[src/rtl/param_paritysel_demux.sv]
// Parity-select demux: one input stream is routed by sel[0] into one of two
// single-entry output lanes, each with its own handshake counter.
module param_paritysel_demux #(
    parameter int WIDTH     = 8,
    parameter int CNT_WIDTH = 16
) (
    input  logic                 clk,
    input  logic                 rst,
    input  logic [4:0]           sel,
    input  logic [WIDTH-1:0]     data_in,
    input  logic                 in_valid,
    output logic                 in_ready,
    output logic [WIDTH-1:0]     data_a,
    output logic                 a_valid,
    input  logic                 a_ready,
    output logic [WIDTH-1:0]     data_b,
    output logic                 b_valid,
    input  logic                 b_ready,
    output logic [CNT_WIDTH-1:0] cnt_a,
    output logic [CNT_WIDTH-1:0] cnt_b
);

    // Handshakes: a beat moves on any rising edge where valid and ready are
    // both 1; valid never depends on ready, and data is held while valid waits.
    typedef enum logic {
        EMPTY = 1'b0,
        FULL  = 1'b1
    } lane_state_t;

    lane_state_t state_a;
    lane_state_t state_b;

    logic lane_b_sel;
    logic accept;
    logic take_a;
    logic take_b;
    logic drain_a;
    logic drain_b;
    logic unused_sel;

    assign lane_b_sel = sel[0];
    assign unused_sel = ^sel[4:1];

    assign a_valid = (state_a == FULL);
    assign b_valid = (state_b == FULL);

    // A full lane can still take a beat when its sink drains it in the same edge.
    always_comb begin
        in_ready = 1'b0;
        if (!rst) begin
            if (lane_b_sel)
                in_ready = (state_b == EMPTY) || b_ready;
            else
                in_ready = (state_a == EMPTY) || a_ready;
        end
    end

    assign accept  = in_valid && in_ready;
    assign take_a  = accept && !lane_b_sel;
    assign take_b  = accept && lane_b_sel;
    assign drain_a = a_valid && a_ready;
    assign drain_b = b_valid && b_ready;

    always_ff @(posedge clk) begin
        if (rst) begin
            state_a <= EMPTY;
            data_a  <= '0;
            cnt_a   <= '0;
        end else begin
            if (drain_a)
                cnt_a <= cnt_a + CNT_WIDTH'(1);
            case (state_a)
                EMPTY: begin
                    if (take_a) begin
                        data_a  <= data_in;
                        state_a <= FULL;
                    end
                end
                FULL: begin
                    if (take_a)
                        data_a <= data_in;
                    else if (a_ready)
                        state_a <= EMPTY;
                end
                default: state_a <= EMPTY;
            endcase
        end
    end

    always_ff @(posedge clk) begin
        if (rst) begin
            state_b <= EMPTY;
            data_b  <= '0;
            cnt_b   <= '0;
        end else begin
            if (drain_b)
                cnt_b <= cnt_b + CNT_WIDTH'(1);
            case (state_b)
                EMPTY: begin
                    if (take_b) begin
                        data_b  <= data_in;
                        state_b <= FULL;
                    end
                end
                FULL: begin
                    if (take_b)
                        data_b <= data_in;
                    else if (b_ready)
                        state_b <= EMPTY;
                end
                default: state_b <= EMPTY;
            endcase
        end
    end

endmodule

[config.mk]
export PLATFORM = sky130hd
export DESIGN_NAME = param_paritysel_demux
export DESIGN_NICKNAME = d
export VERILOG_FILES = /design/src/rtl/param_paritysel_demux.sv
export SDC_FILE = /design/constraint.sdc
export NUM_CORES = 1
export LEC_CHECK = 0
export ABC_AREA = 1
export BUFFER_PORTS_ARGS = -buffer_cell sky130_fd_sc_hd__clkbuf_2
export CAP_MARGIN = 10
export CORE_MARGIN = 2
export CORE_UTILIZATION = 30
export CTS_CLUSTER_SIZE = 28
export DETAILED_ROUTE_END_ITERATION = 10
export PLACE_DENSITY_LB_ADDON = 0.25
export SLEW_MARGIN = 20
export SYNTH_ARGS = -nofsm -noshare
export SYNTH_HDL_FRONTEND = slang
export SYNTH_SLANG_ARGS = --single-unit
[constraint.sdc]
create_clock -name clk -period 3.4 [get_ports clk]
set_clock_uncertainty 0.15 [all_clocks]
set_input_delay 0.68 -clock clk [delete_from_list [all_inputs] [get_ports clk]]
set_output_delay 0.68 -clock clk [all_outputs]
set_load 0.03 [all_outputs]
==> flow_summary.yaml <==
die:
  dieWidth_um: 91.65
  num_rows: 31
  coreArea_sq_um: 7331
  ioPinCount: 69
  die_y_um: 91.65
  floorplan.initialDensity: 0.3144
  die_area_sq_um: 8400
critical_path:
  worstRegToRegCells: 8
  crit_path_start_kind: "primary input"
  reg2reg_from: "cnt_b[0]$_SDFFE_PP0P_"
  required_ns: 2.57
  reg2reg_slack_ns: 1.76
  crit_path_end: "in_ready"
  regToRegEndpoint: "cnt_b[12]$_SDFFE_PP0P_"
  end_kind: "output port"
  crit_start: "sel[0]"
  critical_path_arrival_ns: 1.59
  setup.worst_path.class: "primary input to output port"
  path_max_fanout: 9
detailed_routing:
  num_vias: 2219
  wl_met3_um: 295
  highest_layer: "met4"
  first_pass_iters: 4
  drt-met1-wl_um: 2648
  route.met2.wl_um: 2340
  routed_via_density: 4.429
  ant_nets: 0
  drc: 0
  wire_per_inst_um: 10.77
  drt-initial-drc-count: 61
  wirelength_um: 5396
logic_synthesis:
  synth_area_sq_um: 2305
  synthMuxAreaShare: 0
  yosys.area.top_type: "dfxtp_1"
  synth-edff-count: 0
  yosys-top-cells-count: "85 x nor2_1, 70 x nand2_1, 50 x dfxtp_1, 39 x inv_1, 18 x a21oi_1"
  synth_xor_area_frac: 0.01900
  synthSimpleGateAreaFrac: 0.3887
  synth_top_family_by_area: "simple AND/OR/NAND/NOR gates"
  synthArstFlopShare: 0
  avgSynthCellArea_sq_um: 6.859
  synth_fa_ha_area_frac: 0.01086
  yosys_most_used_dff: "dfxtp_1"
  synth_nets: 356
  synth_compound_area_frac: 0.06406
  yosysMostFrequentCell: "nor2_1"
  synth_warnings: 0
  ys_seq_elements: 50
  syn_inst: 336
  ys_seq_area_frac: 0.4343
  synth.distinct_cells: 25
  synth.area.top_cells: "dfxtp_1 43%, nor2_1 14%, nand2_1 11%, inv_1 6.4%, a21oi_1 3.9%"
  synth_top_area_share: 0.4343
final_layout:
  layout.cells.non_filler: 501
  diodes: 0
  nNetsFinal: 422
  area_delta_synth_final_pct: 21.61
  postLayoutCellArea_sq_um: 2803
  drive_gt1_frac: 0.2090
cts:
  htreeDepth: 2
  cts_setup_buffers: 0
  post_cts_resized: 0
  cts_num_sinks: 50
  postCtsHoldBufs: 0
  cts.reportedPaths.clkPinSlew_ns: 0.08
  clockRootBuffer: "clkbuf_8"
  clockBufferDepth: 2
  cts_buffers: 5
  clock_latency_ns: 0.29
  cts_tree: "done"
grt:
  grt_max_degree: 33
  grt_remaining_overflow: 0
  grt_pass1_wl_um: 9515
  grt_pass1_vias: 2124
  antenna_found_initial: 0
  track_usage: 0.1373
sta:
  timing.setup.tns_ns: 0
  rsz0062_at_grt: "false"
  hold_violations: 0
  worst_pin_slew_ns: 0.4072
  slew_headroom: 0.7279
  holdWs_ns: 0.3379
  setup_viol: 0
  drv_slew: 0
  layout_min_cycle_time_ns: 2.418
  fmax_ghz: 0.4136
  period_share: 0.7111
power:
  p_leak_uw: 0.001325
  powerDensity_nw_per_um2: 366.0
  ir_drop_mv: 0.1285
  total_power_uw: 1026
place:
  placed_area_sq_um: 2726
  dpl.hpwl_um: 4076
  dp_cells: 494
  port-buffer-count: 64
  gp_congestion: 0.7809
status:
  status: "finished, final reports clean"
min_path:
  min_path_type: "flip-flop to flip-flop"
job:
  drv_cap: 0
==> per-stage QoR <==
| step | worst slack [ns] | util |
|---|---|---|
| after floorplan | 1.298 | - |
| after global placement | 1.018 | 0.3719 |
| after detailed placement | 0.9925 | 0.3719 |
| after CTS | 0.9936 | 0.3823 |
| after global routing | 0.8887 | 0.3823 |
| final | 0.9823 | 0.3823 |
==> worst max-delay path, cell delays in order <==
cell,delay [ns]
clkbuf_2,0.15
nand3_1,0.15
nand2_1,0.08
nor2_2,0.26
clkbuf_2,0.27
==> cell families after synthesis <==
group                    count (synthesis)
adder cells (fa/ha/maj)                  2
AND/OR/NAND/NOR                        202
AO/OA/AOI/OAI                           29
XOR/XNOR                                 5
flip-flops                              50
buffers and inverters                   48
==> layer usage <==
layer	vias to the layer above	global-route usage
li1	1188	-
met1	977	0.1795
met2	43	0.2151
met3	11	0.03944
met4	0	0.05051
met5	-	0
==> cell type report <==
type                            instances  area [sq um]
Multi-Input combinational cell        238          1112
Fill cell                             781          4528
Timing Repair Buffer                   66         335.3
Clock buffer                            7         76.32
Sequential cell                        50          1001
Inverter                               41         153.9
Tap cell                               99         123.9
==> worst min path at each step <==
stage	from	endpoint	slack, ns	cells after the start
final	data_a[0]$_SDFFE_PP0P_	data_a[0]$_SDFFE_PP0P_	0.34	2
after floorplan	cnt_b[10]$_SDFFE_PP0P_	cnt_b[10]$_SDFFE_PP0P_	0.44	2
after global placement	data_b[7]$_SDFFE_PP0P_	data_b[7]$_SDFFE_PP0P_	0.32	2
after global routing	cnt_b[6]$_SDFFE_PP0P_	cnt_b[6]$_SDFFE_PP0P_	0.36	2
after CTS	cnt_b[6]$_SDFFE_PP0P_	cnt_b[6]$_SDFFE_PP0P_	0.34	2
after detailed placement	cnt_b[6]$_SDFFE_PP0P_	cnt_b[6]$_SDFFE_PP0P_	0.32	2
==> state kept, by name (all words and copies together) (netlist names) <==
name and flops:
a_valid 1, b_valid 1, cnt_a 16, cnt_b 16, data_a 8, data_b 8
==> layout by cell type (no fill, tap or decap), drive strengths merged, types with 5 or more instances in the layout <==
cell type,synthesis,routed
nor2,90,90
nand2,71,71
clkbuf,3,71
dfxtp,50,50
inv,41,41
a21oi,18,18
nand3,17,17
nand4,14,14
o21ai,10,10
nor3,8,8
xor2,5,5
==> power by group <==
group          switching [uW]  internal [uW]
combinational            66.9           27.7
clock                     187            142
sequential               6.81            596
Note: power is estimated with default switching activity, not from simulation.
